`src/rtl/dm_arbiter_pkg.sv`:
```
// Shared types and constants for the data-memory arbiter.
// Holds FSM states, DM access width codes and the default starvation limit.
package dm_arbiter_pkg;

  typedef enum logic {
    IDLE  = 1'b0,
    BURST = 1'b1
  } state_t;

  typedef enum logic [1:0] {
    W_BYTE = 2'd0,
    W_HALF = 2'd1,
    W_WORD = 2'd2
  } dm_width_t;

  localparam int MAX_WAIT_DEF = 4;

endpackage

```
`src/rtl/dm_arbiter_if.sv`:
```
// CPU, DMA and DM-port signal bundle for dm_arbiter.
// master = arbiter side, slave = requesters plus memory.
interface dm_arbiter_if #(parameter int AW = 14);

  logic          cpu_req;
  logic          cpu_we;
  logic [1:0]    cpu_width;
  logic          cpu_sign;
  logic [31:0]   cpu_addr;
  logic [31:0]   cpu_wd;
  logic [31:0]   cpu_pc;
  logic          cpu_gnt;
  logic          cpu_stall;
  logic [31:0]   cpu_rd;

  logic          dma_start;
  logic          dma_we;
  logic [31:0]   dma_base;
  logic [3:0]    dma_len;
  logic [31:0]   dma_wd;
  logic          dma_beat;
  logic [31:0]   dma_rd;
  logic          dma_busy;
  logic          dma_done;

  logic          dm_we;
  logic [1:0]    dm_width;
  logic          dm_sign;
  logic [AW-1:0] dm_addr;
  logic [31:0]   dm_wd;
  logic [31:0]   dm_pc;
  logic [31:0]   dm_rd;

  modport master (
    input  cpu_req, cpu_we, cpu_width, cpu_sign, cpu_addr, cpu_wd, cpu_pc,
    output cpu_gnt, cpu_stall, cpu_rd,
    input  dma_start, dma_we, dma_base, dma_len, dma_wd,
    output dma_beat, dma_rd, dma_busy, dma_done,
    output dm_we, dm_width, dm_sign, dm_addr, dm_wd, dm_pc,
    input  dm_rd
  );

  modport slave (
    output cpu_req, cpu_we, cpu_width, cpu_sign, cpu_addr, cpu_wd, cpu_pc,
    input  cpu_gnt, cpu_stall, cpu_rd,
    output dma_start, dma_we, dma_base, dma_len, dma_wd,
    input  dma_beat, dma_rd, dma_busy, dma_done,
    input  dm_we, dm_width, dm_sign, dm_addr, dm_wd, dm_pc,
    output dm_rd
  );

endinterface

```
`src/rtl/dm_arbiter_dma_addr_gen.sv`:
```
// DMA burst address/beat counter: load latches a word-aligned base and len+1 beats,
// each step advances the address by 4 (wrapping in AW bits) and counts one beat down.
module dma_addr_gen #(
  parameter int AW = 14
) (
  input  logic          clk,
  input  logic          reset,
  input  logic          i_load,
  input  logic [AW-3:0] i_base_w,
  input  logic [3:0]    i_len,
  input  logic          i_step,
  output logic [AW-1:0] o_addr,
  output logic          o_last
);

  logic [AW-1:0] r_addr;
  logic [4:0]    r_cnt;

  always_ff @(posedge clk or negedge reset) begin
    if (!reset) begin
      r_addr <= '0;
      r_cnt  <= '0;
    end else if (i_load) begin
      r_addr <= {i_base_w, 2'b00};
      r_cnt  <= {1'b0, i_len} + 5'd1;
    end else if (i_step) begin
      r_addr <= r_addr + AW'(4);
      r_cnt  <= r_cnt - 5'd1;
    end
  end

  assign o_addr = r_addr;
  assign o_last = (r_cnt == 5'd1);

endmodule

```
`src/rtl/dm_arbiter.sv`:
```
// Single-port data-memory arbiter: CPU has priority, a DMA burst is forced ahead
// once it has been denied MAX_WAIT cycles in a row. Grant and DM mux are combinational.
module dm_arbiter
  import dm_arbiter_pkg::*;
#(
  parameter int MAX_WAIT = MAX_WAIT_DEF,
  parameter int AW       = 14
) (
  input  logic clk,
  input  logic reset,
  dm_arbiter_if.master bus
);

  localparam int WW = (MAX_WAIT < 1) ? 1 : $clog2(MAX_WAIT + 1);

  state_t        r_state, w_state_nxt;
  logic [WW-1:0] r_wait_cnt, w_wait_nxt;
  logic          r_done, w_done_nxt;
  logic          r_dma_we, w_dma_we_nxt;
  logic          w_load;
  logic          w_busy;
  logic          w_dma_pri;
  logic          w_cpu_gnt;
  logic          w_dma_gnt;
  logic          w_last;
  logic [AW-1:0] w_dma_addr;
  logic          w_unused;

  assign w_unused  = ^{bus.cpu_addr[31:AW], bus.dma_base[31:AW], bus.dma_base[1:0]};

  assign w_busy    = (r_state == BURST);
  assign w_dma_pri = w_busy && (r_wait_cnt == WW'(MAX_WAIT));
  assign w_cpu_gnt = bus.cpu_req && !w_dma_pri;
  assign w_dma_gnt = w_busy && !w_cpu_gnt;

  dma_addr_gen #(.AW(AW)) u_addr_gen (
    .clk      (clk),
    .reset    (reset),
    .i_load   (w_load),
    .i_base_w (bus.dma_base[AW-1:2]),
    .i_len    (bus.dma_len),
    .i_step   (w_dma_gnt),
    .o_addr   (w_dma_addr),
    .o_last   (w_last)
  );

  always_ff @(posedge clk or negedge reset) begin
    if (!reset) begin
      r_state    <= IDLE;
      r_wait_cnt <= '0;
      r_done     <= 1'b0;
      r_dma_we   <= 1'b0;
    end else begin
      r_state    <= w_state_nxt;
      r_wait_cnt <= w_wait_nxt;
      r_done     <= w_done_nxt;
      r_dma_we   <= w_dma_we_nxt;
    end
  end

  always_comb begin
    w_state_nxt  = r_state;
    w_wait_nxt   = r_wait_cnt;
    w_done_nxt   = 1'b0;
    w_dma_we_nxt = r_dma_we;
    w_load       = 1'b0;
    case (r_state)
      IDLE: begin
        w_wait_nxt = '0;
        // A start landing on the done pulse is dropped so bursts never chain back-to-back.
        if (bus.dma_start && !r_done) begin
          w_load       = 1'b1;
          w_dma_we_nxt = bus.dma_we;
          w_state_nxt  = BURST;
        end
      end
      BURST: begin
        if (w_dma_gnt) begin
          w_wait_nxt = '0;
          if (w_last) begin
            w_state_nxt = IDLE;
            w_done_nxt  = 1'b1;
          end
        end else if (r_wait_cnt != WW'(MAX_WAIT)) begin
          w_wait_nxt = r_wait_cnt + 1'b1;
        end
      end
      default: w_state_nxt = IDLE;
    endcase
  end

  always_comb begin
    bus.cpu_gnt   = w_cpu_gnt;
    bus.cpu_stall = bus.cpu_req && !w_cpu_gnt;
    bus.cpu_rd    = '0;
    bus.dma_beat  = w_dma_gnt;
    bus.dma_rd    = '0;
    bus.dma_busy  = w_busy;
    bus.dma_done  = r_done;
    bus.dm_we     = 1'b0;
    bus.dm_width  = W_BYTE;
    bus.dm_sign   = 1'b0;
    bus.dm_addr   = '0;
    bus.dm_wd     = '0;
    bus.dm_pc     = '0;
    if (w_cpu_gnt) begin
      // Reset must never commit a store, even though the CPU keeps its grant.
      bus.dm_we    = bus.cpu_we && reset;
      bus.dm_width = bus.cpu_width;
      bus.dm_sign  = bus.cpu_sign;
      bus.dm_addr  = bus.cpu_addr[AW-1:0];
      bus.dm_wd    = bus.cpu_wd;
      bus.dm_pc    = bus.cpu_pc;
      bus.cpu_rd   = bus.dm_rd;
    end else if (w_dma_gnt) begin
      bus.dm_we    = r_dma_we;
      bus.dm_width = W_WORD;
      bus.dm_addr  = w_dma_addr;
      bus.dm_wd    = bus.dma_wd;
      bus.dma_rd   = bus.dm_rd;
    end
  end

endmodule

```
`src/flat_wrapper.sv`:
```
// flat-port wrapper written by rule: the top's interface ports become plain ports
module dm_arbiter_flat import dm_arbiter_pkg::*;
#(
  parameter int MAX_WAIT = MAX_WAIT_DEF,
  parameter int AW       = 14
)
  (clk, reset, bus_cpu_req, bus_cpu_we, bus_cpu_width, bus_cpu_sign, bus_cpu_addr, bus_cpu_wd, bus_cpu_pc, bus_cpu_gnt, bus_cpu_stall, bus_cpu_rd, bus_dma_start, bus_dma_we, bus_dma_base, bus_dma_len, bus_dma_wd, bus_dma_beat, bus_dma_rd, bus_dma_busy, bus_dma_done, bus_dm_we, bus_dm_width, bus_dm_sign, bus_dm_addr, bus_dm_wd, bus_dm_pc, bus_dm_rd);
  dm_arbiter_if #(.AW(AW)) bus_i ();
  input  logic clk;
  input  logic reset;
  input wire logic [$bits(bus_i.cpu_req)-1:0] bus_cpu_req;
  input wire logic [$bits(bus_i.cpu_we)-1:0] bus_cpu_we;
  input wire logic [$bits(bus_i.cpu_width)-1:0] bus_cpu_width;
  input wire logic [$bits(bus_i.cpu_sign)-1:0] bus_cpu_sign;
  input wire logic [$bits(bus_i.cpu_addr)-1:0] bus_cpu_addr;
  input wire logic [$bits(bus_i.cpu_wd)-1:0] bus_cpu_wd;
  input wire logic [$bits(bus_i.cpu_pc)-1:0] bus_cpu_pc;
  output wire logic [$bits(bus_i.cpu_gnt)-1:0] bus_cpu_gnt;
  output wire logic [$bits(bus_i.cpu_stall)-1:0] bus_cpu_stall;
  output wire logic [$bits(bus_i.cpu_rd)-1:0] bus_cpu_rd;
  input wire logic [$bits(bus_i.dma_start)-1:0] bus_dma_start;
  input wire logic [$bits(bus_i.dma_we)-1:0] bus_dma_we;
  input wire logic [$bits(bus_i.dma_base)-1:0] bus_dma_base;
  input wire logic [$bits(bus_i.dma_len)-1:0] bus_dma_len;
  input wire logic [$bits(bus_i.dma_wd)-1:0] bus_dma_wd;
  output wire logic [$bits(bus_i.dma_beat)-1:0] bus_dma_beat;
  output wire logic [$bits(bus_i.dma_rd)-1:0] bus_dma_rd;
  output wire logic [$bits(bus_i.dma_busy)-1:0] bus_dma_busy;
  output wire logic [$bits(bus_i.dma_done)-1:0] bus_dma_done;
  output wire logic [$bits(bus_i.dm_we)-1:0] bus_dm_we;
  output wire logic [$bits(bus_i.dm_width)-1:0] bus_dm_width;
  output wire logic [$bits(bus_i.dm_sign)-1:0] bus_dm_sign;
  output wire logic [$bits(bus_i.dm_addr)-1:0] bus_dm_addr;
  output wire logic [$bits(bus_i.dm_wd)-1:0] bus_dm_wd;
  output wire logic [$bits(bus_i.dm_pc)-1:0] bus_dm_pc;
  input wire logic [$bits(bus_i.dm_rd)-1:0] bus_dm_rd;
  assign bus_i.cpu_req = bus_cpu_req;
  assign bus_i.cpu_we = bus_cpu_we;
  assign bus_i.cpu_width = bus_cpu_width;
  assign bus_i.cpu_sign = bus_cpu_sign;
  assign bus_i.cpu_addr = bus_cpu_addr;
  assign bus_i.cpu_wd = bus_cpu_wd;
  assign bus_i.cpu_pc = bus_cpu_pc;
  assign bus_cpu_gnt = bus_i.cpu_gnt;
  assign bus_cpu_stall = bus_i.cpu_stall;
  assign bus_cpu_rd = bus_i.cpu_rd;
  assign bus_i.dma_start = bus_dma_start;
  assign bus_i.dma_we = bus_dma_we;
  assign bus_i.dma_base = bus_dma_base;
  assign bus_i.dma_len = bus_dma_len;
  assign bus_i.dma_wd = bus_dma_wd;
  assign bus_dma_beat = bus_i.dma_beat;
  assign bus_dma_rd = bus_i.dma_rd;
  assign bus_dma_busy = bus_i.dma_busy;
  assign bus_dma_done = bus_i.dma_done;
  assign bus_dm_we = bus_i.dm_we;
  assign bus_dm_width = bus_i.dm_width;
  assign bus_dm_sign = bus_i.dm_sign;
  assign bus_dm_addr = bus_i.dm_addr;
  assign bus_dm_wd = bus_i.dm_wd;
  assign bus_dm_pc = bus_i.dm_pc;
  assign bus_i.dm_rd = bus_dm_rd;
  dm_arbiter #(.MAX_WAIT(MAX_WAIT), .AW(AW)) u_core (.clk(clk), .reset(reset), .bus(bus_i));
endmodule
```
`config.mk`:
```
export PLATFORM = sky130hd
export DESIGN_NAME = dm_arbiter_flat
export DESIGN_NICKNAME = d
export VERILOG_FILES = /design/src/rtl/dm_arbiter_pkg.sv /design/src/rtl/dm_arbiter_if.sv /design/src/rtl/dm_arbiter_dma_addr_gen.sv /design/src/rtl/dm_arbiter.sv /design/src/flat_wrapper.sv
export SDC_FILE = /design/constraint.sdc
export NUM_CORES = 1
export LEC_CHECK = 0
export CORE_AREA = 2 2 137 139
export CTS_BUF_LIST = sky130_fd_sc_hd__clkbuf_2 sky130_fd_sc_hd__clkbuf_4 sky130_fd_sc_hd__clkbuf_8
export DETAILED_ROUTE_END_ITERATION = 10
export DIE_AREA = 0 0 139 141
export GPL_TIMING_DRIVEN = 0
export SYNTH_ARGS = -nofsm -noshare
export SYNTH_HDL_FRONTEND = slang
export SYNTH_SLANG_ARGS = --single-unit
```
`constraint.sdc`:
```
create_clock -name clk -period 2.7 [get_ports clk]
set_input_delay 0.675 -clock clk [delete_from_list [all_inputs] [get_ports clk]]
set_output_delay 0.675 -clock clk [all_outputs]
set_load 0.01 [all_outputs]
```
==> reports/qor.yml, run 1 <==
floorplan:
  die_h_um: 141
  io_pins: 356
  initial_core_util: 0.138
  core_area_mm2: 0.0183
  die_w_um: 139
  row_count: 50
  die_area_mm2: 0.0196
drt:
  drt_iter0_drc: 149
  drc: 0
  firstDrtPassIters: 4
  routedWlPerCell_um: 16.9
  ant_nets: 0
  num_vias: 3791
  drt-vias-per-instance: 4.30
  wirelength_mm: 14.9
placed_design:
  place.gp.congestion: 0.800
  portBuffers: 317
  dp_hpwl_mm: 12.1
  pre_cts_ws_ps: -1090
synth:
  netlist_area_mm2: 0.00253
  netlist_top_cells_count: "and3_1, a22o_1, dfrtp_1, nand2_1, clkbuf_1"
  yosysWarnings: 0
  netlist_instances: 321
  postSynthAreaPerCell_um2: 7.87
  yosysMostFrequentCell: "and3_1"
  synth_ff_type: "dfrtp_1"
  ys_ff_latch: 23
  synth_edf_count: 0
  syn_nets: 532
  yosys.area.top_type: "and3_1"
  async_flop_share: 1.00
  yosysUniqueCellTypes: 41
  ys_top_cells_by_area: "and3_1, dfrtp_1, a22o_1, buf_6, nand2_1"
  ys_seq_area_frac: 0.228
  yosysTopAreaCellShare: 0.252
finish:
  ff_latch_area_um2: 576
  finish.utilization: 0.326
  num_antenna_cells: 0
  fill_cells: 2009
  multi_input_area_mm2: 0.00174
  syn_to_final_growth_pct: 135
  drive_above_1_share: 0.140
  nets: 860
clocking:
  numCtsBuffers: 3
  cts_tree: "built"
  clock_latency_ps: 270
  ctsHoldBuffers: 0
  htreeDepth: 1
  clk_path_buf_depth: 2
  clockRootBuffer: "clkbuf_8"
  clock-sinks: 23
  clk_pin_slew_ps: 90
worst_setup_path:
  critPathTopFamily: "buffers and inverters"
  crit_chain: "buf_4 > a21bo_4 > buf_8 > clkbuf_4 > and3_1 > dlygate4sd2_1"
  cpPeakStageDelay_ps: 290
  critPathCaptureType: "primary output"
  r2r_end: "u_core.u_addr_gen.o_addr[4]"
  cp.required_ps: 2030
  setup.worst_path.start_class: "input port"
  r2r_cells: 8
  r2r_setup_slack_ps: 990
  worstReg2RegStart: "u_core.r_wait_cnt[1]"
  crit_arrival_ps: 1950
  critical_path.slowest_cell: "dlygate4sd2_1"
  crit_type: "in -> out"
  crit_buf_inv: 4
  critical_path.max_fanout: 10
global_route:
  grt_pass1_wl_mm: 22.6
  grt_pass1_vias: 3752
  grtUsageTotal: 0.143
  grt_antenna_before_repair: 0
  grt_start_max_net_pins: 25
  grt.overflow.total: 0
worst_hold_path:
  hold_path_end: "u_core.r_dma_we"
  holdCritPathClass: "reg -> reg"
  hold_start: "u_core.r_dma_we"
  hold_depth: 2
power:
  power_density_mw_per_mm2: 453
  static-leakage-power_uw: 0.00290
  ir_worst_vdd_uv: 202
  power_uw: 2700
sta:
  setup_violations: 0
  skew_ps: 8.12
  setup_slack_ps: 73.7
  timing.hold.ws_ps: 488
  drv_slew: 0
  timing.setup.tns_ps: 0
  tightest_slew_ps: 652
  fmax_ghz: 0.381
  hold_violations: 0
  finalCritPeriodShare: 0.973
  maxSlewHeadroom: 0.566
  min_period_ps: 2630
job:
  max-cap-violations: 0
outcome:
  status: "finished clean"
[worst reg2reg max path, delay by kind of cell (launching register included)]
kind            cells  cell delay [ps]
fa+ha+maj           1              160
flops               1              380
simple gates        1               80
compound gates      3              620
buf+inv             3              350
[metal layers]
| layer | vias to the layer above | part of all wire | GRT usage |
|---|---|---|---|
| met2 | 175 | 0.48 | 0.245 |
| li1 | 1863 | - | - |
| met1 | 1745 | 0.44 | 0.190 |
| met4 | 0 | 0.0071 | 0.0159 |
| met3 | 8 | 0.082 | 0.0309 |
| met5 | - | 0 | 0 |
[cells in the final DEF (no fill, tap or decap), drive strengths merged, types with 7 or more instances in the layout]
| master | netlist | final |
|---|---|---|
| a22o | 42 | 42 |
| and3 | 102 | 102 |
| buf | 16 | 31 |
| clkbuf | 21 | 51 |
| clkdlybuf4s15 | 0 | 11 |
| clkdlybuf4s50 | 0 | 205 |
| dfrtp | 23 | 23 |
| dlygate4sd2 | 0 | 65 |
| inv | 9 | 9 |
| nand2 | 24 | 24 |
| nand3 | 11 | 11 |
| nor2 | 7 | 7 |
| o21ai | 12 | 12 |
[power breakdown]
| part | internal [uW] | switching [uW] |
|---|---|---|
| Clock | 105 | 121 |
| Combinational | 982 | 849 |
| Sequential | 480 | 160 |
[worst max path at each step]
stage,start,endpoint,depth (start not counted)
after global placement,bus_cpu_req,bus_dma_rd[1],6
final,bus_cpu_req,bus_dma_rd[1],6
after floorplan,bus_cpu_req,bus_dma_rd[10],4
after detailed placement,bus_cpu_req,bus_dma_rd[1],6
after CTS,u_core.r_wait_cnt[0],bus_dm_we,8
after global routing,u_core.r_wait_cnt[0],bus_dm_addr[9],8
[per-stage QoR]
step / area [um^2] / std cells
2_1_floorplan: 2530 / 321
3_3_place_gp: 5990 / 872
3_5_place_dp: 5990 / 872
4_1_cts: 6100 / 881
5_1_grt: 5950 / 882
6_report: 5950 / 882
[state kept, by name, summed over array words and instances, names as in the netlist]
signal	count
u_core.r_dma_we	1
u_core.bus.dma_done	1
u_core.bus.dma_busy	1
u_core.u_addr_gen.r_cnt	5
u_core.u_addr_gen.o_addr	12
u_core.r_wait_cnt	3
[cells by family after synthesis]
family / share of synthesized area
and+or+nand+nor: 0.380
buffers and inverters: 0.0995
DFF: 0.228
adders and majority gates: 0.0297
xor gates and xnor gates: 0.0277
AOI/OAI and AO/OA: 0.236
[cell type report]
| cell class | count | share of cell area |
|---|---|---|
| timing repair buffer | 325 | 0.500 |
| inverter | 9 | 0.00610 |
| clock buffer | 3 | 0.00694 |
| tap | 234 | 0.0492 |
| clock inverter | 1 | 0.00126 |
| multi-input combinational | 252 | 0.292 |
| buffer | 35 | 0.0475 |
| sequential | 23 | 0.0967 |
[repair_timing]
action,4_1_cts,5_1_grt
setup endpoints to repair,149,87
buffers inserted,7,1
resized for setup,199,48
pin swaps,2,0
No activity file was read; power rests on OpenSTA's default activity.
==> run 2, diff against run 1 <==
- CORE_AREA: 2 2 137 139 -> 2 2 139 141
- DIE_AREA: 0 0 139 141 -> 0 0 141 143
- clock period: 2.7 -> 2.74 ns (I/O delays scaled with it)
==> run 2 against run 1 <==
Effect of this change:
- clock-buffer cell count did not move
- cell area increased by 2.5%
- non-clock buffer count is the same
- first-iteration DRC count rose by 16%
- combinational power hardly changed
- via count up 0.95%
- core utilization rose by 0.26 points
- highest routed layer unchanged
==> reports/qor.yml, run 2 (synthesis gave the netlist of run 1 again) <==
floorplan:
  row_count: 50  # unchanged
  die_h_um: 143  # +1.4%
  io_pins: 356  # unchanged
  die_area_mm2: 0.0202  # +2.9%
  core_area_mm2: 0.0186  # +1.7%
  initial_core_util: 0.136  # -0.00233
  die_w_um: 141  # +1.4%
clocking:
  cts_tree: "built"
  clock-sinks: 23  # unchanged
  numCtsBuffers: 3  # unchanged
  clk_path_buf_depth: 2  # unchanged
  clk_pin_slew_ps: 90  # about the same
  htreeDepth: 1  # unchanged
  clock_latency_ps: 270  # about the same
  ctsHoldBuffers: 0  # unchanged
  clockRootBuffer: "clkbuf_8"
finish:
  finish.utilization: 0.328  # +0.00260
  largest_reg_flops: 12  # unchanged
  nets: 860  # unchanged
  drive_above_1_share: 0.0941  # -0.0463
  layout_commonest_cell: "clkdlybuf4s50_1"
  syn_to_final_growth_pct: 141
  layout.cells.most_common_list: "clkdlybuf4s50_1, and3_1, dlygate4sd2_1"
sta:
  setup_violations: 0  # unchanged
  tightest_slew_ps: 652  # +0.179 ps
  rsz0062_at_grt: "false"
  skew_ps: 1.73  # -6.39 ps
  maxSlewHeadroom: 0.566  # about the same
  finalCritPeriodShare: 0.974
  fmax_ghz: 0.375
  setup_slack_ps: 71.0  # -2.63 ps
  timing.hold.ws_ps: 494  # +6.18 ps
  drv_slew: 0  # unchanged
  timing.setup.tns_ps: 0  # unchanged
  hold_violations: 0  # unchanged
  min_period_ps: 2670
worst_setup_path:
  cpPeakStageDelay_ps: 270  # -20 ps
  crit_chain: "buf_4 > a21bo_4 > nand2_4 > inv_2 > buf_8 > buf_4 > a22o_1 > dlygate4sd2_1"
  setup.worst_path.start_class: "input port"
  crit_buf_inv: 5  # +1
  critPathCaptureType: "primary output"
  critical_path.max_fanout: 8  # -2
  crit_type: "in -> out"
  critical_path.slowest_cell: "a21bo_4"
  cp.required_ps: 2060  # +30 ps
  crit_arrival_ps: 1980  # +30 ps
  critPathTopFamily: "buffers and inverters"
  cpMostUsedCell: "buf_4"
drt:
  firstDrtPassIters: 4  # unchanged
  routedWlPerCell_um: 19.0  # +13%
  drc: 0  # unchanged
  num_vias: 3827  # +0.95%
  wirelength_mm: 16.8  # +13%
  drt_iter0_drc: 173  # +16%
  drt-vias-per-instance: 4.33  # +0.84%
  ant_nets: 0  # unchanged
placed_design:
  place.gp.congestion: 0.826  # +3.3%
  dp_hpwl_mm: 13.9  # +15%
  portBuffers: 317  # unchanged
  pre_cts_ws_ps: -1040  # +52.3 ps
global_route:
  grt_pass1_wl_mm: 24.2  # +7.1%
  grt_antenna_before_repair: 1  # +1
  grtUsageTotal: 0.156  # +0.0136
  grt.overflow.total: 0  # unchanged
  grt_pass1_vias: 3844  # +2.5%
  grt_start_max_net_pins: 25  # unchanged
power:
  power_density_mw_per_mm2: 442  # -2.5%
  p_int_uw: 1560  # about the same
  static-leakage-power_uw: 0.00315  # +8.5%
  sw_frac_of_total: 0.419  # about the same
  combPwrFrac: 0.680  # about the same
  pwr-share-clk: 0.084  # about the same
  ir_worst_vdd_uv: 228  # +13%
  p_switching_uw: 1130  # about the same
  power_uw: 2700  # about the same
  sequentialPowerShare: 0.236  # about the same
job:
  max-cap-violations: 0  # unchanged
outcome:
  status: "finished clean"
worst_hold_path:
  holdCritPathClass: "reg -> reg"
[run 2: cell count changes in the layout (fill, tap and decap cells not counted), sizes merged, moves of 6 or more]
cell,before,now
dlygate4sd2,65,99
clkbuf,51,25
clkdlybuf4s50,205,183
dlymetal6s2s,0,11
clkdlybuf4s15,11,20
buf,31,25
[run 2: cell type report]
type / count / area (um^2)
clock buffers: 3 / 41.3
fillers: 2033 / 12500
diodes: 1 / 2.50
clock inverters: 1 / 5.00
inverters: 9 / 33.8
multi-input cells: 252 / 1730
plain buffers: 36 / 293
repair buffers: 324 / 3130
well taps: 234 / 293
flip-flops and latches: 23 / 576
[run 2: tightest hold or removal path, delay by kind of cell, from the launching register on]
kind / cells / cell delay [ps]
flops: 1 / 360
simple gates: 2 / 100
[run 2: path summary, 6_finish.rpt]
path,from,endpoint,slack [ps],cells after the start
worst max-delay path,bus_cpu_req,bus_dm_wd[0],70,8
worst max register to register,u_core.bus.dma_busy,u_core.u_addr_gen.o_addr[7],1000,6
max in group asynchronous,reset,u_core.u_addr_gen.r_cnt[3],1800,1
worst min-delay path,u_core.r_dma_we,u_core.r_dma_we,490,2
worst min register to register,u_core.r_dma_we,u_core.r_dma_we,490,2
min in group asynchronous,reset,u_core.u_addr_gen.o_addr[13],520,1
[run 2: layer usage]
layer,up-vias,track usage,share of wire
li1,1864,-,-
met1,1759,0.207,0.44
met2,194,0.266,0.47
met3,10,0.0389,0.083
met4,0,0.0174,0.0055
met5,-,0,0
[run 2: power groups by stage]
stage          Combinational, uW  Sequential, uW  Clock, uW
3_5_place_dp                1920             635          0
5_1_grt                     1990             654        255
4_1_cts                     1840             632        236
2_1_floorplan                887             585          0
3_3_place_gp                1920             631          0
6_report                    1830             635        226
[run 2: through the flow]
stage | area (um^2) | instances
3_3_place_gp | 5990 | 872
4_1_cts | 6050 | 883
3_5_place_dp | 5990 | 872
5_1_grt | 6100 | 882
2_1_floorplan | 2530 | 321
6_report | 6100 | 883
[run 2: timing repair]
item	in CTS	in global routing
pin swaps	2	0
buffers inserted	7	0
resized for setup	174	40
endpoints found under the setup margin	149	90
==> variant 1 (config.mk and constraints of run 2) <==
`AW` is set to 14 in 4 places; all go to 15.
--- a/src/rtl/dm_arbiter_if.sv
+++ b/src/rtl/dm_arbiter_if.sv
@@ -1,6 +1,6 @@
 // CPU, DMA and DM-port signal bundle for dm_arbiter.
 // master = arbiter side, slave = requesters plus memory.
-interface dm_arbiter_if #(parameter int AW = 14);
+interface dm_arbiter_if #(parameter int AW = 15);
 
   logic          cpu_req;
   logic          cpu_we;
--- a/src/rtl/dm_arbiter_dma_addr_gen.sv
+++ b/src/rtl/dm_arbiter_dma_addr_gen.sv
@@ -1,7 +1,7 @@
 // DMA burst address/beat counter: load latches a word-aligned base and len+1 beats,
 // each step advances the address by 4 (wrapping in AW bits) and counts one beat down.
 module dma_addr_gen #(
-  parameter int AW = 14
+  parameter int AW = 15
 ) (
   input  logic          clk,
   input  logic          reset,
--- a/src/rtl/dm_arbiter.sv
+++ b/src/rtl/dm_arbiter.sv
@@ -4,7 +4,7 @@
   import dm_arbiter_pkg::*;
 #(
   parameter int MAX_WAIT = MAX_WAIT_DEF,
-  parameter int AW       = 14
+  parameter int AW       = 15
 ) (
   input  logic clk,
   input  logic reset,
--- a/src/flat_wrapper.sv
+++ b/src/flat_wrapper.sv
@@ -2,7 +2,7 @@
 module dm_arbiter_flat import dm_arbiter_pkg::*;
 #(
   parameter int MAX_WAIT = MAX_WAIT_DEF,
-  parameter int AW       = 14
+  parameter int AW       = 15
 )
   (clk, reset, bus_cpu_req, bus_cpu_we, bus_cpu_width, bus_cpu_sign, bus_cpu_addr, bus_cpu_wd, bus_cpu_pc, bus_cpu_gnt, bus_cpu_stall, bus_cpu_rd, bus_dma_start, bus_dma_we, bus_dma_base, bus_dma_len, bus_dma_wd, bus_dma_beat, bus_dma_rd, bus_dma_busy, bus_dma_done, bus_dm_we, bus_dm_width, bus_dm_sign, bus_dm_addr, bus_dm_wd, bus_dm_pc, bus_dm_rd);
   dm_arbiter_if #(.AW(AW)) bus_i ();
Ports: changed (resized bus_dm_addr); port bits go from 356 to 357. The function was not compared with the original's and may differ.
==> variant 1 against run 2 <==
Synthesized area is 5.0% higher. Wire length is 6.7% lower. Combinational power is 5% higher. Setup slack worse by 22 ps. Clock skew is 4.5 ps higher. Sequential cell count is 1 higher. Total power is 4.8% higher. Design area is 3.2% higher.
==> variant 1: results (changes against run 2) <==
Peak supply drop: 0.249 mV (+9.0%)
Clock tree buffer depth: 2 (unchanged)
Initial antenna violation count: 0 (-1)
Hpwl dp: 12700 µm (-8.7%)
WL/cell: 17.3 µm (-8.7%)
Most used DFF post-synth: dfrtp_1
Worst Path Max Fanout: 10 (+2)
Leak: 0.00323 µW (+2.6%)
I/O Buffers: 320 (+0.95%)
Syn Inst Count: 337 (+5.0%)
Seq/Total Area, Yosys: 22.6% (-0.14 points)
Setup WS pre-CTS: -1090 ps (-55.2 ps)
R2R Setup Slk: 1020 ps (+20 ps)
Vias per cell: 4.39 (+1.3%)
GP Congestion: 0.776 (-6.1%)
Worst path arrival time: 2010 ps (+30 ps)
Final non-filler cell total: 902 (+2.2%)
Synth top cells by count: 103 x and3_1, 41 x a22o_1, 26 x nand2_1
Min Tclk post-route: 2690 ps (+21.7 ps)
Terminus of the critical flop-to-flop path: u_core.u_addr_gen.o_addr[14]
Dpl cells: 891 (+2.2%)
Setup crit start: u_core.r_wait_cnt[1]
Number of global-route vias before repair: 3817 (-0.70%)
DR WL met2: 7180 µm (-8.5%)
Layout cells sized above 1: 9.43% (+0.018 points)
Global-route wire length before repair: 22700 µm (-6.3%)
Post-Syn Nets: 548 (+3.0%)
Met1 usage: 19.2% (-1.5 points)
Max FFs per register: 13 (+1)
Top Family by Delay on Critical Path: buffers and inverters
Status: complete, no violations
FF-to-FF Start: u_core.u_addr_gen.o_addr[3]
Grt met2 use: 24.6% (-2.0 points)
H-tree depth: 1 (unchanged)
GR Util All Layers: 14.4% (-1.2 points)
Worst setup endpoint: bus_dm_wd[24]
Nets: 881 (+2.4%)
Met3 Use GR: 3.32% (-0.57 points)
Synth top area cells: and3_1 24%, dfrtp_1 23%, a22o_1 14%
Root Buffer: clkbuf_8
Worst Hold Class: input pin to async pin
Met1 WL: 7220 µm (-2.9%)
Pre-antenna DRT Iters: 4 (unchanged)
Skew final: 6.27 ps (+4.54 ps)
Pin count of the biggest net entering global routing: 26 (+4.0%)
Slew Limit Headroom: 61.0% (+4.5 points)
Slowest cell on the critical path: dfrtp_1
Worst Reg-to-Reg Cells: 5 (-1)
Yosys cell types: 40 (-2.4%)
Placed cell area: 0.00615 mm² (+2.6%)
Synth warn: 0 (unchanged)
Met3 routed WL: 1170 µm (-16%)
DR iter-0 viols: 184 (+6.4%)
Ant diodes: 0 (-1)
Max incr delay on CP: 400 ps (+130 ps)
## variant 1: area by class of cell
cell class / instances / area [µm²]
Tap cell: 234 / 293
Sequential cell: 24 / 602
Clock buffer: 3 / 41.3
Inverter: 10 / 37.5
Fill cell: 1967 / 12300
Buffer: 36 / 284
Timing Repair Buffer: 330 / 3200
Multi-Input combinational cell: 265 / 1840
## variant 1: worst min-delay path by stage
stage / depth (start not counted) / to / startpoint / slack [ps]
5_1_grt: 1 / u_core.u_addr_gen.o_addr[7] / reset / 440
3_3_place_gp: 1 / u_core.r_wait_cnt[0] / u_core.r_wait_cnt[0] / 450
2_1_floorplan: 0 / u_core.bus.dma_busy / reset / 390
6_report: 1 / u_core.u_addr_gen.o_addr[8] / reset / 400
4_1_cts: 1 / u_core.u_addr_gen.o_addr[8] / reset / 420
3_5_place_dp: 1 / u_core.r_wait_cnt[0] / u_core.r_wait_cnt[0] / 450
## variant 1: worst reg2reg max path: cells and delay by family, from the launching register on
family / cells / cell delay, ps
AND/OR/NAND/NOR: 2 / 550
flip-flops: 1 / 440
AO/OA/AOI/OAI: 2 / 380
adder cells (fa/ha/maj): 1 / 250
## variant 1: logic make-up (layout without fill, tap and decap cells)
group	Yosys count	count (layout)	synth area share, %
mux	2	2	0.754
buf+inv	48	379	9.29
xor+xnor	9	9	2.97
compound gates	74	74	22.6
simple gates	174	174	38.9
fa+ha+maj	6	6	2.83
flops	24	24	22.6
## variant 1: power breakdown
part           switching, µW  internal, µW  leakage (µW)
combinational            888          1050       0.00291
clock                    126          98.8     0.0000216
sequential               169           497      0.000302
total                   1180          1640       0.00323
## variant 1: repair_timing
action,in CTS,in global routing
pin swaps,1,2
buffers inserted,7,3
gates cloned,0,0
setup endpoints to repair,150,76
endpoints found under the hold margin,0,0
resized for setup,162,40
==> variant 2 (settings of run 2) <==
Made on the original files. Reset style: synchronous (`reset`), changed in 2 clocked blocks.
--- a/src/rtl/dm_arbiter_dma_addr_gen.sv
+++ b/src/rtl/dm_arbiter_dma_addr_gen.sv
@@ -16,7 +16,7 @@
   logic [AW-1:0] r_addr;
   logic [4:0]    r_cnt;
 
-  always_ff @(posedge clk or negedge reset) begin
+  always_ff @(posedge clk) begin
     if (!reset) begin
       r_addr <= '0;
       r_cnt  <= '0;
--- a/src/rtl/dm_arbiter.sv
+++ b/src/rtl/dm_arbiter.sv
@@ -44,7 +44,7 @@
     .o_last   (w_last)
   );
 
-  always_ff @(posedge clk or negedge reset) begin
+  always_ff @(posedge clk) begin
     if (!reset) begin
       r_state    <= IDLE;
       r_wait_cnt <= '0;
Function: differs if reset is asserted again (counterexample within 4 cycles, from zero or initial values and one cycle with reset low); with reset held inactive, the same outputs for 4 cycles.
==> variant 2 against run 2 <==
Utilization grew 0.46 points. Synthesized area down 0.54%. Wire length down 12%. Setup slack better by 7.6 ps. Design area increased by 1.4%. Count of clock-buffer cells in the layout did not move. Final cell count increased by 1.2%. Sequential cell count unchanged. Critical endpoint is now bus_cpu_rd[31].
Power is not compared: it rests on default switching activity, and its combinational part moved more than twofold at a synthesized area within 25%.
==> variant 2: results (changes against run 2) <==
Ant diodes: 0 (-1)
Number of global-route vias before repair: 3888 (+1.1%)
Final wirelength: 14800 µm (-12%)
Non-clock buffers: 357 (-0.83%)
Most used DFF post-synth: dfxtp_1
Post-Syn Nets: 549 (+3.2%)
Hold-critical path endpoint: u_core.r_wait_cnt[0]
Nets: 872 (+1.4%)
Filler cells: 1980 (-2.6%)
Synth top area cells: and3_1 25%, dfxtp_1 18%, a22o_1 15%
Initial antenna violation count: 0 (-1)
Synth Area in Compound Gates: 27.2% (+3.6 points)
Clock network area share: 0.749% (-0.010 points)
Largest family of logic cells by synthesized area: simple AND/OR/NAND/NOR gates
Pre-antenna DRT Iters: 5 (+1)
Setup crit start: u_core.r_wait_cnt[0]
DR iter-0 viols: 160 (-7.5%)
Vias per cell: 4.41 (+1.7%)
Worst hold start: u_core.r_wait_cnt[0]
FF-to-FF Start: u_core.u_addr_gen.o_addr[2]
Synth Area in Adders: 2.99% (+0.016 points)
Pin count of the biggest net entering global routing: 14 (-44%)
Dpl cells: 888 (+1.8%)
Buffer count from post-CTS setup fixing: 3 (-4)
Max incr delay on CP: 550 ps (+280 ps)
Post-synthesis xor/xnor area fraction: 2.09% (-0.68 points)
Multi-input gates: 266 (+5.6%)
Async set-or-reset flop fraction in the synthesized netlist: 0% (-100 points)
Worst setup endpoint: bus_cpu_rd[31]
Layout cells sized above 1: 8.18% (-1.2 points)
Inverters: 10 (+1)
Synth top cells by count: 101 x and3_1, 43 x a22o_1, 25 x clkbuf_1
Min Hold Slack: 421 ps (-72.7 ps)
WL/cell: 16.6 µm (-13%)
Hold Crit Depth: 1 (-1)
GR Util All Layers: 13.2% (-2.5 points)
Global-route wire length before repair: 21200 µm (-13%)
Worst Reg-to-Reg Cells: 5 (-1)
Yosys cell types: 46 (+12%)
Fraction of area in non-clock buffers: 56.5% (+0.44 points)
Slowest cell on the critical path: clkdlybuf4s50_1
Slew Limit Headroom: 64.0% (+7.4 points)
I/O Buffers: 316 (-0.32%)
Sw frac: 32.7%
Hpwl dp: 12100 µm (-13%)
Seq/Total Area, Yosys: 18.3% (-4.5 points)
CTS resizes: 145 (-17%)
Skew final: 3.02 ps (+1.29 ps)
R2R Setup Slk: 1030 ps (+30 ps)
GP Congestion: 0.781 (-5.5%)
Status: complete, no violations
Avg Inst Size Synth: 7.44 µm² (-5.5%)
Terminus of the critical flop-to-flop path: u_core.u_addr_gen.o_addr[12]
Seq. cell area: 462 µm² (-20%)
==> variant 2: changes by cell type after synthesis, moves of 4 or more <==
| cell | change |
|---|---|
| a221o_1 | -6 |
| o21ai_0 | -6 |
| a21oi_1 | +8 |
| dfxtp_1 | +23 |
| a31oi_1 | +6 |
| dfrtp_1 | -23 |
| clkbuf_1 | +4 |
| nand2_1 | -4 |
==> variant 2: per-stage QoR <==
step / instance area (µm²) / worst slack [ps] / utilization (%) / power (µW)
6_report: 6180 / 78.6 / 33.3 / 1410
5_1_grt: 6180 / -0.789 / 33.3 / 1490
4_1_cts: 6070 / 18.9 / 32.7 / 1430
3_5_place_dp: 5970 / -989 / 32.1 / 1240
3_3_place_gp: 5970 / -981 / 32.1 / 1240
2_1_floorplan: 2510 / 562 / - / 688
==> variant 2: layer usage <==
layer / track usage, % / vias up / wire, µm
met5: 0 / - / 0
met4: 3.05 / 0 / 238
met3: 2.25 / 13 / 989
met2: 24.3 / 181 / 7530
met1: 15.9 / 1832 / 6070
li1: - / 1916 / -
